==> src/rtl/muldiv_pkg.sv <==
// muldiv_pkg: shared definitions for the HI/LO multiply/divide controller.
//   op_e      - operation select encodings driven on muldiv_ctrl.op
//   state_e   - controller FSM states
//   Lat*      - rising edges from the accepting edge (counted as edge 1) to DONE
//   is_*_op   - op classification helpers
package muldiv_pkg;

    typedef enum logic [2:0] {
        OpMult  = 3'd0,
        OpMultu = 3'd1,
        OpDiv   = 3'd2,
        OpDivu  = 3'd3,
        OpMthi  = 3'd4,
        OpMtlo  = 3'd5
    } op_e;

    typedef enum logic [1:0] {
        StIdle = 2'd0,
        StMul  = 2'd1,
        StDiv  = 2'd2,
        StDone = 2'd3
    } state_e;

    // MTHI/MTLO: DONE on the accepting edge itself.
    localparam int unsigned LatMt        = 1;
    // Combinational multiply: one MUL cycle, DONE on the following edge.
    localparam int unsigned LatMulComb   = 2;
    // Iterative paths: DW iteration cycles, DONE at edge DW + LatIterExtra.
    localparam int unsigned LatIterExtra = 1;

    function automatic logic is_mul_op(input logic [2:0] op);
        return (op == OpMult) || (op == OpMultu);
    endfunction

    function automatic logic is_div_op(input logic [2:0] op);
        return (op == OpDiv) || (op == OpDivu);
    endfunction

    function automatic logic is_mt_op(input logic [2:0] op);
        return (op == OpMthi) || (op == OpMtlo);
    endfunction

    function automatic logic is_signed_op(input logic [2:0] op);
        return (op == OpMult) || (op == OpDiv);
    endfunction

endpackage

==> src/rtl/div_core.sv <==
// div_core: radix-2 restoring divider on operand magnitudes with signed fix-up.
//   clk, resetn  - clock, asynchronous active-low reset
//   i_load       - capture operands and start a new divide
//   i_signed     - operands are two's complement (DIV) rather than unsigned (DIVU)
//   i_a, i_b     - dividend, divisor
//   i_run        - perform one iteration this cycle
//   o_last       - the iteration performed this cycle is the final one
//   o_hi, o_lo   - remainder / quotient including the final iteration (valid with o_last)
// Divide by zero returns HI = dividend, LO = all-ones.
module div_core
    import muldiv_pkg::*;
#(
    parameter int unsigned DW = 32
) (
    input  logic          clk,
    input  logic          resetn,
    input  logic          i_load,
    input  logic          i_signed,
    input  logic [DW-1:0] i_a,
    input  logic [DW-1:0] i_b,
    input  logic          i_run,
    output logic          o_last,
    output logic [DW-1:0] o_hi,
    output logic [DW-1:0] o_lo
);

    localparam int unsigned    CntW    = (DW > 1) ? $clog2(DW) : 1;
    localparam logic [CntW-1:0] LastCnt = CntW'(DW - 1);

    logic [CntW-1:0] r_cnt;
    logic [DW-1:0]   r_a;
    logic [DW-1:0]   r_quo;
    logic [DW-1:0]   r_rem;
    logic [DW-1:0]   r_dvs;
    logic            r_neg_q;
    logic            r_neg_r;
    logic            r_dz;

    logic [DW-1:0]   w_a_mag;
    logic [DW-1:0]   w_b_mag;
    logic [DW:0]     w_shift;
    logic [DW:0]     w_diff;
    logic            w_qbit;
    logic [DW-1:0]   w_rem_nxt;
    logic [DW-1:0]   w_quo_nxt;
    logic [DW-1:0]   w_quo_fix;
    logic [DW-1:0]   w_rem_fix;

    assign w_a_mag = (i_signed && i_a[DW-1]) ? -i_a : i_a;
    assign w_b_mag = (i_signed && i_b[DW-1]) ? -i_b : i_b;

    // Partial remainder is always below the divisor, so DW+1 bits hold the
    // shifted value and the top bit of the difference is the borrow.
    assign w_shift   = {r_rem, r_quo[DW-1]};
    assign w_diff    = w_shift - {1'b0, r_dvs};
    assign w_qbit    = ~w_diff[DW];
    assign w_rem_nxt = w_qbit ? w_diff[DW-1:0] : w_shift[DW-1:0];
    assign w_quo_nxt = {r_quo[DW-2:0], w_qbit};

    // Unsigned 0x8000_0000 / 1 negated stays 0x8000_0000, which is the
    // required result for the most-negative / -1 case.
    assign w_quo_fix = r_neg_q ? -w_quo_nxt : w_quo_nxt;
    assign w_rem_fix = r_neg_r ? -w_rem_nxt : w_rem_nxt;

    assign o_last = (r_cnt == LastCnt);
    assign o_hi   = r_dz ? r_a : w_rem_fix;
    assign o_lo   = r_dz ? {DW{1'b1}} : w_quo_fix;

    always_ff @(posedge clk or negedge resetn) begin
        if (!resetn) begin
            r_cnt   <= '0;
            r_a     <= '0;
            r_quo   <= '0;
            r_rem   <= '0;
            r_dvs   <= '0;
            r_neg_q <= 1'b0;
            r_neg_r <= 1'b0;
            r_dz    <= 1'b0;
        end else if (i_load) begin
            r_cnt   <= '0;
            r_a     <= i_a;
            r_quo   <= w_a_mag;
            r_rem   <= '0;
            r_dvs   <= w_b_mag;
            r_neg_q <= i_signed && (i_a[DW-1] ^ i_b[DW-1]);
            r_neg_r <= i_signed && i_a[DW-1];
            r_dz    <= (i_b == '0);
        end else if (i_run) begin
            r_rem <= w_rem_nxt;
            r_quo <= w_quo_nxt;
            r_cnt <= o_last ? '0 : r_cnt + CntW'(1);
        end else begin
            r_cnt <= '0;
        end
    end

endmodule

==> src/rtl/muldiv_ctrl.sv <==
// muldiv_ctrl: HI/LO multiply/divide controller with pipeline stall and flush.
//   clk, resetn          - clock, asynchronous active-low reset
//   start, op            - request pulse and operation (muldiv_pkg::op_e), sampled in IDLE
//   src_a, src_b         - operands, captured when start is accepted
//   hi_in, lo_in         - current HI/LO, preserve the untouched half on MTHI/MTLO
//   cancel               - flush; aborts any operation in flight, wins over start
//   stall                - pipeline hold request
//   busy                 - FSM not in IDLE
//   hilo_wen, hilo_wdata - HI/LO write, HI in upper DW bits, LO in lower DW bits
// Build option MULDIV_ITER_MUL_EN: when defined, MULT/MULTU use a DW-cycle
// shift-add sequence; otherwise a single-cycle combinational multiplier.
module muldiv_ctrl
    import muldiv_pkg::*;
#(
    parameter int unsigned DW = 32
) (
    input  logic            clk,
    input  logic            resetn,
    input  logic            start,
    input  logic [2:0]      op,
    input  logic [DW-1:0]   src_a,
    input  logic [DW-1:0]   src_b,
    input  logic [DW-1:0]   hi_in,
    input  logic [DW-1:0]   lo_in,
    input  logic            cancel,
    output logic            stall,
    output logic            busy,
    output logic            hilo_wen,
    output logic [2*DW-1:0] hilo_wdata
);

    state_e          r_state;
    state_e          w_state_next;
    logic [2*DW-1:0] r_hilo;

    logic            w_accept;
    logic            w_sgn;
    logic            w_mul_last;
    logic [2*DW-1:0] w_mul_res;
    logic            w_div_last;
    logic [DW-1:0]   w_div_hi;
    logic [DW-1:0]   w_div_lo;

    assign w_accept = (r_state == StIdle) && start && !cancel &&
                      (is_mul_op(op) || is_div_op(op) || is_mt_op(op));
    assign w_sgn    = is_signed_op(op);

    div_core #(
        .DW (DW)
    ) u_div_core (
        .clk      (clk),
        .resetn   (resetn),
        .i_load   (w_accept && is_div_op(op)),
        .i_signed (w_sgn),
        .i_a      (src_a),
        .i_b      (src_b),
        .i_run    ((r_state == StDiv) && !cancel),
        .o_last   (w_div_last),
        .o_hi     (w_div_hi),
        .o_lo     (w_div_lo)
    );

`ifdef MULDIV_ITER_MUL_EN
    localparam int unsigned    CntW    = (DW > 1) ? $clog2(DW) : 1;
    localparam logic [CntW-1:0] LastCnt = CntW'(DW - 1);

    logic [2*DW-1:0] r_mcand;
    logic [2*DW-1:0] r_acc;
    logic [DW-1:0]   r_mplier;
    logic            r_mneg;
    logic [CntW-1:0] r_mcnt;
    logic [DW-1:0]   w_a_mag;
    logic [DW-1:0]   w_b_mag;
    logic [2*DW-1:0] w_acc_nxt;

    assign w_a_mag    = (w_sgn && src_a[DW-1]) ? -src_a : src_a;
    assign w_b_mag    = (w_sgn && src_b[DW-1]) ? -src_b : src_b;
    assign w_acc_nxt  = r_mplier[0] ? (r_acc + r_mcand) : r_acc;
    assign w_mul_last = (r_mcnt == LastCnt);
    // Final add and sign fix-up happen in the last MUL cycle so the result
    // lands in r_hilo on the edge that enters DONE.
    assign w_mul_res  = r_mneg ? -w_acc_nxt : w_acc_nxt;

    always_ff @(posedge clk or negedge resetn) begin
        if (!resetn) begin
            r_mcand  <= '0;
            r_acc    <= '0;
            r_mplier <= '0;
            r_mneg   <= 1'b0;
            r_mcnt   <= '0;
        end else if (w_accept && is_mul_op(op)) begin
            r_mcand  <= {{DW{1'b0}}, w_a_mag};
            r_acc    <= '0;
            r_mplier <= w_b_mag;
            r_mneg   <= w_sgn && (src_a[DW-1] ^ src_b[DW-1]);
            r_mcnt   <= '0;
        end else if ((r_state == StMul) && !cancel) begin
            r_acc    <= w_acc_nxt;
            r_mcand  <= {r_mcand[2*DW-2:0], 1'b0};
            r_mplier <= {1'b0, r_mplier[DW-1:1]};
            r_mcnt   <= w_mul_last ? '0 : r_mcnt + CntW'(1);
        end else begin
            r_mcnt <= '0;
        end
    end
`else
    logic [DW-1:0]   r_a;
    logic [DW-1:0]   r_b;
    logic            r_msgn;
    logic [2*DW-1:0] w_a_ext;
    logic [2*DW-1:0] w_b_ext;

    // Sign-extending to 2*DW makes the low 2*DW product bits correct for
    // both signed and unsigned operands.
    assign w_a_ext    = {{DW{r_msgn & r_a[DW-1]}}, r_a};
    assign w_b_ext    = {{DW{r_msgn & r_b[DW-1]}}, r_b};
    assign w_mul_res  = w_a_ext * w_b_ext;
    assign w_mul_last = 1'b1;

    always_ff @(posedge clk or negedge resetn) begin
        if (!resetn) begin
            r_a    <= '0;
            r_b    <= '0;
            r_msgn <= 1'b0;
        end else if (w_accept && is_mul_op(op)) begin
            r_a    <= src_a;
            r_b    <= src_b;
            r_msgn <= w_sgn;
        end
    end
`endif

    always_ff @(posedge clk or negedge resetn) begin
        if (!resetn) begin
            r_state <= StIdle;
        end else begin
            r_state <= w_state_next;
        end
    end

    always_comb begin
        w_state_next = r_state;
        busy         = (r_state != StIdle);
        hilo_wen     = (r_state == StDone) && !cancel;
        // Gated by resetn so a start held during reset raises no stall.
        stall        = resetn && ((start && (r_state == StIdle)) ||
                                  (r_state == StMul) || (r_state == StDiv));
        unique case (r_state)
            StIdle: begin
                if (start && !cancel) begin
                    if (is_mul_op(op)) begin
                        w_state_next = StMul;
                    end else if (is_div_op(op)) begin
                        w_state_next = StDiv;
                    end else if (is_mt_op(op)) begin
                        w_state_next = StDone;
                    end
                end
            end
            StMul: begin
                if (cancel) begin
                    w_state_next = StIdle;
                end else if (w_mul_last) begin
                    w_state_next = StDone;
                end
            end
            StDiv: begin
                if (cancel) begin
                    w_state_next = StIdle;
                end else if (w_div_last) begin
                    w_state_next = StDone;
                end
            end
            StDone: begin
                w_state_next = StIdle;
            end
            default: begin
                w_state_next = StIdle;
            end
        endcase
    end

    // Only written on accept or on the edge entering DONE, so the value is
    // stable through the whole DONE cycle.
    always_ff @(posedge clk or negedge resetn) begin
        if (!resetn) begin
            r_hilo <= '0;
        end else if (w_accept && (op == OpMthi)) begin
            r_hilo <= {src_a, lo_in};
        end else if (w_accept && (op == OpMtlo)) begin
            r_hilo <= {hi_in, src_a};
        end else if ((r_state == StMul) && !cancel && w_mul_last) begin
            r_hilo <= w_mul_res;
        end else if ((r_state == StDiv) && !cancel && w_div_last) begin
            r_hilo <= {w_div_hi, w_div_lo};
        end
    end

    assign hilo_wdata = r_hilo;

endmodule

==> config.mk <==
export PLATFORM = sky130hd
export DESIGN_NAME = muldiv_ctrl
export DESIGN_NICKNAME = d
export VERILOG_FILES = /design/src/rtl/muldiv_pkg.sv /design/src/rtl/div_core.sv /design/src/rtl/muldiv_ctrl.sv
export SDC_FILE = /design/constraint.sdc
export NUM_CORES = 2
export LEC_CHECK = 0
export BUFFER_PORTS_ARGS = -buffer_cell sky130_fd_sc_hd__buf_4
export CAP_MARGIN = 15
export CORE_MARGIN = 1
export CORE_UTILIZATION = 31
export CTS_BUF_LIST = sky130_fd_sc_hd__clkbuf_4
export DETAILED_ROUTE_END_ITERATION = 7
export RECOVER_POWER = 25
export SKIP_LAST_GASP = 1
export SYNTH_ARGS = -nofsm -noshare
export SYNTH_HDL_FRONTEND = slang
export SYNTH_HIERARCHICAL = 1
export SYNTH_SLANG_ARGS = --single-unit
==> constraint.sdc <==
create_clock -name clk -period 10.3 [get_ports clk]
set_input_delay 2.06 -clock clk [delete_from_list [all_inputs] [get_ports clk]]
set_output_delay 2.06 -clock clk [all_outputs]
set_load 0.03 [all_outputs]
==> impl_metrics.py <==
metrics = {
    "status": {
        "outcome": "finished with violations",
        "violations": "max-capacitance violations, max-slew violations",
    },
    "timing": {
        "min_period_over_period": 0.885,
        "max_freq_mhz": 110,
        "fin_tns_setup_ps": 0,
        "setup_viol": 0,
        "maxSlewHeadroom": -2.68,
        "rsz0062_at_grt": "no",
        "timing.final.max_slew_violations": 212,
        "whs_ps": 494,
        "fin_worst_skew_ps": 122,
        "hold_viol_final": 0,
        "fin_crit_ps": 9110,
        "worst_pin_slew_ps": 5520,
    },
    "logic_synthesis": {
        "ys_seq_area_frac": 0.119,
        "syn_area_um2": 55900,
        "avgSynthCellArea_um2": 9.00,
        "synth-seq-cells": 267,
        "synth_fp_nets": 7733,
        "yosysWarnings": 6,
        "synth-edff-count": 0,
        "syn_inst": 6217,
        "ys_types": 98,
        "ys.flop_type": "dfrtp_1",
        "synthArstFlopShare": 1.00,
    },
    "route": {
        "routed_via_density": 5.13,
        "vias": 44413,
        "wire_per_inst_um": 21.0,
        "antenna_left": 0,
        "routed_wl_um": 182000,
        "dr.pass1.iters": 6,
        "drc_errors": 0,
        "drt_first_iter_violations": 3501,
    },
    "clock_network": {
        "cts_tree": "yes",
        "clkTransAtPathRegs_ps": 90,
        "cts_buffers": 77,
        "post_cts_resized": 0,
        "postCtsHoldBufs": 0,
        "h-tree-depth": 3,
        "clock_latency_ps": 970,
        "clock_sinks": 267,
        "clock_tree.buffer_depth": 3,
        "postCtsSetupRepairBufs": 0,
        "ctsRootBufferMaster": "clkbuf_4",
    },
    "hold_path": {
        "min_to": "hilo_wdata[15]",
        "hold_path_class": "reg2reg",
        "whs_path_depth": 2,
        "holdCritStartpoint": "hilo_wdata[15]",
    },
    "placed_design": {
        "io_buffers": 201,
        "place_congestion": 0.970,
        "hpwl_um": 145000,
    },
    "floorplanning": {
        "pin_count": 202,
        "coreArea_um2": 179000,
        "start_util": 0.313,
        "die_w_um": 427,
        "die_y_um": 427,
        "die-area_um2": 182000,
        "rows": 155,
    },
    "global_route": {
        "antenna_found_initial": 12,
        "grt_use_total": 0.202,
        "grt_pass1_vias": 46712,
        "grt_pass1_wl_um": 282000,
        "grt_overflow": 0,
        "grt_max_degree": 89,
    },
    "critical_path": {
        "cp_top_family": "adder cells",
        "crit_path_max_fanout": 20,
        "startpoint_type": "flip-flop",
        "cp_common_cell": "fa_1",
        "crit_cells": 26,
        "endpoint_kind": "flip-flop",
        "cp.arrival_ps": 9920,
        "critPathKind": "reg2reg",
        "crit_buf_inv": 6,
        "r2r_setup_slack_ps": 1190,
        "worstPathRequired_ps": 11100,
        "rr_startpoint": "r_a[10]",
        "crit_slowest_cell": "dfrtp_1",
        "slowest_delay_ps": 970,
        "reg2reg_to": "hilo_wdata[46]",
        "r2r_cells": 26,
    },
    "finish": {
        "area_delta_synth_final_pct": 8.83,
        "regArea_um2": 6680,
        "final.fill_count": 18458,
        "drive_gt1_frac": 0.0970,
        "multi_input_area_um2": 43400,
        "finalNetCount": 7760,
    },
    "job": {
        "drv_cap": 3,
    },
}
==> tightest hold or removal path, delay by kind of cell (launching register included) <==
family,cells,cell delay (ps)
AND/OR/NAND/NOR,1,50
flip-flops,1,350
AO/OA/AOI/OAI,1,60
==> synth_stat cells, types with 37 or more instances <==
cell type,number,area (µm²)
a211oi_1,55,413
a21o_1,55,413
a21oi_1,208,1040
and2_1,360,2250
and3_1,37,231
clkbuf_1,326,1220
dfrtp_1,267,6680
fa_1,1126,22500
ha_1,255,3190
inv_1,1184,4440
mux2_2,121,1360
mux2i_1,93,931
nand2_1,968,3630
nor2_1,206,773
nor3_1,49,245
o211ai_1,52,390
o21ai_0,178,891
xnor2_1,110,963
xor2_1,104,911
==> worst max-delay path by stage <==
stage | from | end | slack (ps)
after floorplan | r_a[31] | hilo_wdata[61] | 2050
after global placement | r_a[10] | hilo_wdata[46] | 1340
after detailed placement | r_a[10] | hilo_wdata[46] | 1310
after CTS | r_a[10] | hilo_wdata[46] | 1280
after global routing | r_a[10] | hilo_wdata[46] | 850
final | r_a[10] | hilo_wdata[46] | 1190
==> metrics by stage <==
step                      cells  area, µm²   util  worst slack [ps]
after floorplan            6217      55900      -              2050
after global placement     8519      59800  0.335              1340
after detailed placement   8520      59900  0.335              1310
after CTS                  8654      60900  0.340              1280
after global routing       8661      60900  0.340               851
final                      8665      60900  0.340              1190
==> sequential cells by signal, summed over array words and instances, names as in the netlist <==
name,cells
hilo_wdata,64
r_a,32
r_b,32
u_div_core/r_a,32
u_div_core/r_dvs,32
u_div_core/r_quo,32
u_div_core/r_rem,32
u_div_core/r_cnt,5
r_state,2
r_msgn,1
u_div_core/r_dz,1
u_div_core/r_neg_q,1
u_div_core/r_neg_r,1
==> area by class of cell <==
cell class                 count  area share
antenna                       11    0.000452
clock buffer                 107      0.0132
clock inverter                27     0.00304
inverter                    1186      0.0732
multi-input combinational   4399       0.713
sequential                   267       0.110
tap                         2355      0.0484
timing repair buffer         313      0.0388
==> metal layers <==
layer	part of all wire	global-route usage	vias up
met5	0.000071	0	-
met4	0.051	0.0938	2
met3	0.059	0.0230	419
met2	0.49	0.341	1620
met1	0.40	0.259	23131
li1	-	-	19241
==> cells by family after synthesis <==
| group | synth area share |
|---|---|
| simple gates | 0.150 |
| buf+inv | 0.105 |
| fa+ha+maj | 0.460 |
| compound gates | 0.0901 |
| flops | 0.119 |
| xor+xnor | 0.0340 |
| mux | 0.0410 |
==> placed cells by master (no fill, tap or decap), types with 48 or more instances in the layout <==
cell type	n
and2_1	360
nor3_1	48
ha_1	255
fa_1	1126
inv_1	1184
buf_4	309
dfrtp_1	265
xor2_1	104
nand2_1	966
mux2_2	121
mux2i_1	93
xnor2_1	110
clkbuf_4	107
o211ai_1	52
a211oi_1	55
a21o_1	55
a21oi_1	208
o21ai_0	178
nor2_1	206
Power is not shown: default switching activity piles up to over one toggle a cycle in this logic, so the estimate is an artifact.
